==> config.mk <==
export PLATFORM = sky130hd
export DESIGN_NAME = dma_read_engine
export DESIGN_NICKNAME = d
export VERILOG_FILES = /design/src/rtl/dma_read_engine_pkg.sv /design/src/rtl/dma_read_engine_lane_serializer.sv /design/src/rtl/dma_read_engine.sv
export SDC_FILE = /design/constraint.sdc
export NUM_CORES = 1
export LEC_CHECK = 0
export BUFFER_PORTS_ARGS = -buffer_cell sky130_fd_sc_hd__buf_2
export CAP_MARGIN = 5
export CORE_UTILIZATION = 49
export DETAILED_ROUTE_END_ITERATION = 16
export PLACE_DENSITY_LB_ADDON = 0.25
export SYNTH_ARGS = -nofsm -noshare
export SYNTH_HDL_FRONTEND = slang
export SYNTH_SLANG_ARGS = --single-unit
==> constraint.sdc <==
create_clock -name clk -period 2.2 [get_ports clk]
set_clock_uncertainty 0.15 [all_clocks]
set_input_delay 0.22 -clock clk [delete_from_list [all_inputs] [get_ports clk]]
set_output_delay 0.22 -clock clk [all_outputs]
set_load 0.01 [all_outputs]
==> src/rtl/dma_read_engine_pkg.sv <==
// Shared memory-system definitions: bank-target encodings, lane count and
// the read-engine state type.
package dma_read_engine_pkg;

   localparam int LANE_CNT   = 16;
   localparam int LANE_CNT_W = $clog2(LANE_CNT);

   typedef enum logic [1:0] {
      TGT_RAM_A  = 2'd0,
      TGT_RAM_B  = 2'd1,
      TGT_WEIGHT = 2'd2,
      TGT_CONST  = 2'd3
   } rd_target_e;

   typedef enum logic [2:0] {
      S_IDLE,
      S_REQ,
      S_WAIT,
      S_SEND,
      S_DONE
   } dma_state_e;

endpackage

==> src/rtl/dma_read_engine_lane_serializer.sv <==
// lane_serializer: loads one wide memory word and hands it out one lane at a
// time, lane 0 (LSBs) first, over a valid/ready handshake.
module lane_serializer
   import dma_read_engine_pkg::*;
#(
   parameter int DATA_W = 256,
   parameter int LANE_W = 16
) (
   input  logic              clk,
   input  logic              reset,
   input  logic              load,
   input  logic [DATA_W-1:0] load_data,
   output logic              out_valid,
   input  logic              out_ready,
   output logic [LANE_W-1:0] out_data,
   output logic              last
);

   logic [DATA_W-1:0]     shreg_q, shreg_d;
   logic [LANE_CNT_W-1:0] lanes_left_q, lanes_left_d;
   logic                  valid_q, valid_d;
   logic                  hs;

   always_comb begin
      shreg_d      = shreg_q;
      lanes_left_d = lanes_left_q;
      valid_d      = valid_q;
      hs           = valid_q && out_ready;
      last         = hs && (lanes_left_q == '0);
      if (load) begin
         shreg_d      = load_data;
         lanes_left_d = LANE_CNT_W'(LANE_CNT - 1);
         valid_d      = 1'b1;
      end else if (hs) begin
         shreg_d      = shreg_q >> LANE_W;
         lanes_left_d = lanes_left_q - LANE_CNT_W'(1);
         if (lanes_left_q == '0) valid_d = 1'b0;
      end
   end

   always_ff @(posedge clk or negedge reset) begin
      if (!reset) begin
         shreg_q      <= '0;
         lanes_left_q <= '0;
         valid_q      <= 1'b0;
      end else begin
         shreg_q      <= shreg_d;
         lanes_left_q <= lanes_left_d;
         valid_q      <= valid_d;
      end
   end

   assign out_valid = valid_q;
   assign out_data  = shreg_q[LANE_W-1:0];

endmodule

==> src/rtl/dma_read_engine.sv <==
// DMA read engine: reads len words from one bank and streams them out as
// 16-bit lanes. Optional running checksum with DMA_RD_CHECKSUM_EN.
//
// state  | meaning
// IDLE   | waiting for start; parameters latched on accept
// REQ    | one-cycle read strobe for the current word
// WAIT   | read data returns; loaded into the serializer
// SEND   | lanes handed out; after the last lane fetch next word or finish
// DONE   | one-cycle done pulse
module dma_read_engine
   import dma_read_engine_pkg::*;
#(
   parameter int ADDR_W = 15,
   parameter int DATA_W = 256,
   parameter int LANE_W = 16
) (
   input  logic              clk,
   input  logic              reset,
   input  logic              start,
   input  logic [1:0]        rd_target,
   input  logic [ADDR_W-1:0] base_addr,
   input  logic [15:0]       len,
   output logic              mem_rd_en,
   output logic [1:0]        mem_rd_target,
   output logic [ADDR_W-1:0] mem_rd_addr,
   input  logic [DATA_W-1:0] mem_rd_data,
   output logic              out_valid,
   input  logic              out_ready,
   output logic [LANE_W-1:0] out_data,
   output logic              busy,
   output logic              done
`ifdef DMA_RD_CHECKSUM_EN
   , output logic [31:0]     checksum
`endif
);

   dma_state_e        state_q, state_d;
   logic [ADDR_W-1:0] addr_q, addr_d;
   logic [15:0]       words_left_q, words_left_d;
   rd_target_e        target_q, target_d;
   logic              ser_load, ser_last;

   always_comb begin
      state_d      = state_q;
      addr_d       = addr_q;
      words_left_d = words_left_q;
      target_d     = target_q;
      ser_load     = 1'b0;
      case (state_q)
         S_IDLE: begin
            if (start) begin
               target_d     = rd_target_e'(rd_target);
               addr_d       = base_addr;
               words_left_d = len;
               state_d      = (len == 16'd0) ? S_DONE : S_REQ;
            end
         end
         S_REQ: begin
            // Address advances as the strobe retires; width gives the wrap.
            addr_d       = addr_q + ADDR_W'(1);
            words_left_d = words_left_q - 16'd1;
            state_d      = S_WAIT;
         end
         S_WAIT: begin
            ser_load = 1'b1;
            state_d  = S_SEND;
         end
         S_SEND: begin
            if (ser_last) state_d = (words_left_q != 16'd0) ? S_REQ : S_DONE;
         end
         S_DONE:  state_d = S_IDLE;
         default: state_d = S_IDLE;
      endcase
   end

   always_ff @(posedge clk or negedge reset) begin
      if (!reset) begin
         state_q      <= S_IDLE;
         addr_q       <= '0;
         words_left_q <= '0;
         target_q     <= TGT_RAM_A;
      end else begin
         state_q      <= state_d;
         addr_q       <= addr_d;
         words_left_q <= words_left_d;
         target_q     <= target_d;
      end
   end

   assign mem_rd_en     = (state_q == S_REQ);
   assign mem_rd_addr   = addr_q;
   assign mem_rd_target = target_q;
   assign busy          = (state_q != S_IDLE);
   assign done          = (state_q == S_DONE);

   lane_serializer #(
      .DATA_W (DATA_W),
      .LANE_W (LANE_W)
   ) u_ser (
      .clk       (clk),
      .reset     (reset),
      .load      (ser_load),
      .load_data (mem_rd_data),
      .out_valid (out_valid),
      .out_ready (out_ready),
      .out_data  (out_data),
      .last      (ser_last)
   );

`ifdef DMA_RD_CHECKSUM_EN
   logic [31:0] csum_q, csum_d;

   always_comb begin
      csum_d = csum_q;
      if (state_q == S_IDLE && start)
         csum_d = '0;
      else if (out_valid && out_ready)
         csum_d = csum_q + {{(32-LANE_W){out_data[LANE_W-1]}}, out_data};
   end

   always_ff @(posedge clk or negedge reset) begin
      if (!reset) csum_q <= '0;
      else        csum_q <= csum_d;
   end

   assign checksum = csum_q;
`endif

endmodule
==> results.md <==
- Layout cells sized above 1: 21.82%
- Pin count of the biggest net entering global routing: 96
- Final ANT Viol Nets: 0
- First-pass GRT wire length: 68,520 um
- GRT Total Usage: 30.16%
- Worst-Margin Slew: 668.6 ps
- Starting density of the core: 49.89%
- Die area: 29,040 um2
- Clock slew at reported path FFs: 60 ps
- Startpoint types: register
- Slew Viols, Final: 0
- Kind of critical path: register to output pin
- Reg2Reg Depth: 4
- Place WS: 72.88 ps
- Max-Cap Viols: 0
- TritonCTS clock tree: built
- Ys async rst share: 100.0%
- Crit path cell chain: or3b_4 -> inv_2 -> buf_4 -> buf_2
- Die span in x: 170.4 um
- RSZ-0062 raised after global routing: false
- TritonCTS buffer count: 34
- Mapped Avg Cell Area: 10.03 um2
- Post-Synth Simple-Gate Area: 12.57%
- Static leakage: 9.619 nW
- DR pass1 iterations: 6
- Crit path capture type: output pin
- Largest family of logic cells by synthesized area: multiplexers
- H-tree depth: 2
- GP Congestion: 0.8382
- Synthesized net count: 1,683
- Synth Cell Area: 13,900 um2
- Max-slew headroom: 55.43%
- Critical Path Max Stage Delay: 460 ps
- Post-DP HPWL: 24,990 um
- Crit-path max FO: 7
- IO Count: 330
- Layout Nets: 2,265
- Proportion of netlist area held by the largest area contributor: 53.47%
- Xor and xnor area share after synthesis: 0.1891%
- Worst Setup SP: state_q[1]
- Cell with the most instances after synthesis: nand2_1
- Area leader, netlist: dfrtp_1
- GRT Residual Overflow: 0
- Post-synth top cells: nand2_1 (308), dfrtp_1 (297), o21ai_0 (244)
- Mux share of post-synthesis cell area: 17.36%
- Complex-gate fraction of the synthesized area: 11.94%
- Worst hold path type: primary input to register
- Worst Path Required: 1830 ps
- Post-synth EDFFs: 0
- FF-to-FF setup slack: 70 ps
- Final wirelength: 43,510 um
- Vias per inst: 5.447
- WL per Instance: 18.35 um
- Synth Register Bits: 297
- Final worst slack: 52.65 ps
- Max clock buf depth: 3
- Seq/Total Area, Yosys: 53.47%
- Total number of vias: 12.91k
- Root Driver: clkbuf_16
- Crit path max-delay cell type: or3b_4
- Core footprint: 27,860 um2
- Ys flop type: dfrtp_1
- VDD IR-drop max: 676.0 uV
- Final period util: 97.61%
- Fmax achieved: 465.7 MHz
- Synth Area in Adders: 0.4501%
- Iter 0 DRT Violations: 976
- Total Power: 21.96 mW
- Status: completed
- IO Port Bufs: 329
- Setup TNS: 0 ps
- Power Dens Cells: 1094 nW/um2
- Vias in the first global route: 13.56k
- CTS sink cnt: 297
- Crit path time final: 2147 ps
- Initial antenna violation count: 4
- Drt drc: 0
- Ys Warns: 0
- Crit path arrival time: 1780 ps
- Synth area leaders: dfrtp_1 (53%), mux2i_1 (17%), o21ai_0 (8.8%), nand2_1 (8.3%), clkbuf_1 (1.9%)
- # rows: 61
- Critical Path End: mem_rd_en
- Die Y: 170.4 um
- R2R Path Start: words_left_q[12]
- Final-report hold violation count: 0
- Post-synth cell types: 57
- Util after Layout: 72.05%
- Mapped Cells: 1,385
- RR Endpoint: state_q[2]
- Clock Latency Late Sink: 500 ps
- Setup Buffers After CTS: 0
- Area growth, synth to finish: 44.42%
- # setup viols final: 0
registers in the layout, indices dropped and copies added (netlist names):
register,count
words_left_q,16
u_ser.shreg_q,256
mem_rd_target,2
u_ser.lanes_left_q,4
u_ser.out_valid,1
state_q,3
mem_rd_addr,15
worst min-delay path by stage:
| stage | start | to | slack, ps | cells after the start |
|---|---|---|---|---|
| 6_report | start | state_q[0] | 40 | 5 |
| 5_1_grt | start | state_q[0] | 60 | 5 |
| 4_1_cts | start | state_q[0] | 20 | 5 |
| 3_5_place_dp | reset | u_ser.shreg_q[9] | 50 | 1 |
| 3_3_place_gp | reset | u_ser.shreg_q[9] | 40 | 1 |
| 2_1_floorplan | reset | mem_rd_addr[0] | -230 | 0 |
cell type report:
type | count | area [um2]
Fill cell | 1883 | 7786
Sequential cell | 297 | 7432
Multi-Input combinational cell | 963 | 5934
Timing Repair Buffer | 660 | 5095
Clock buffer | 52 | 1050
Tap cell | 378 | 473.0
Inverter | 11 | 41.29
Clock inverter | 6 | 36.28
Antenna cell | 4 | 10.01
per-layer routing:
layer	track usage [%]	vias to the layer above	wire, um
li1	-	5992	-
met1	35.50	6172	17030
met2	51.92	572	21520
met3	5.349	178	2590
met4	17.31	0	2369
met5	0	-	0
layout by cell type (no fill, tap or decap), drive strengths merged, types with 8 or more instances in the layout:
| master | n |
|---|---|
| nor2 | 29 |
| a21oi | 8 |
| dfrtp | 297 |
| inv | 12 |
| nand2 | 308 |
| nor3 | 14 |
| nand3 | 28 |
| dlygate4sd3 | 291 |
| buf | 369 |
| clkbuf | 52 |
| mux2i | 241 |
| o21ai | 244 |
power breakdown:
group | total (mW) | internal (mW) | switching, mW
logic | 6.87 | 3.24 | 3.63
clock network | 5.50 | 3.28 | 2.23
registers | 9.59 | 7.82 | 1.77
through the flow:
stage	instance area, um2	instances	hold slack, ps
2_1_floorplan	13900	1385	-225.6
3_3_place_gp	16060	2018	43.20
3_5_place_dp	16060	2018	53.24
4_1_cts	20060	2367	21.19
5_1_grt	20070	2371	56.35
6_report	20070	2371	36.46
cell families after synthesis:
group	after synthesis
adders and majority gates	5
AOI/OAI and AO/OA	300
and+or+nand+nor	414
xor gates and xnor gates	3
buffers and inverters	125
DFF	297
muxes	241
repair_timing:
action                     CTS  global route
hold endpoints to repair   492             0
pin swaps                    0             0
resized for setup            1             1
hold buffers               291             0
setup endpoints to repair    1             1
critical path, delay by kind of cell, from the launching register on:
kind	cells	cell delay, ps
and+or+nand+nor	1	460
buffers and inverters	3	410
DFF	1	390
Note: power is estimated with default switching activity, not from simulation.
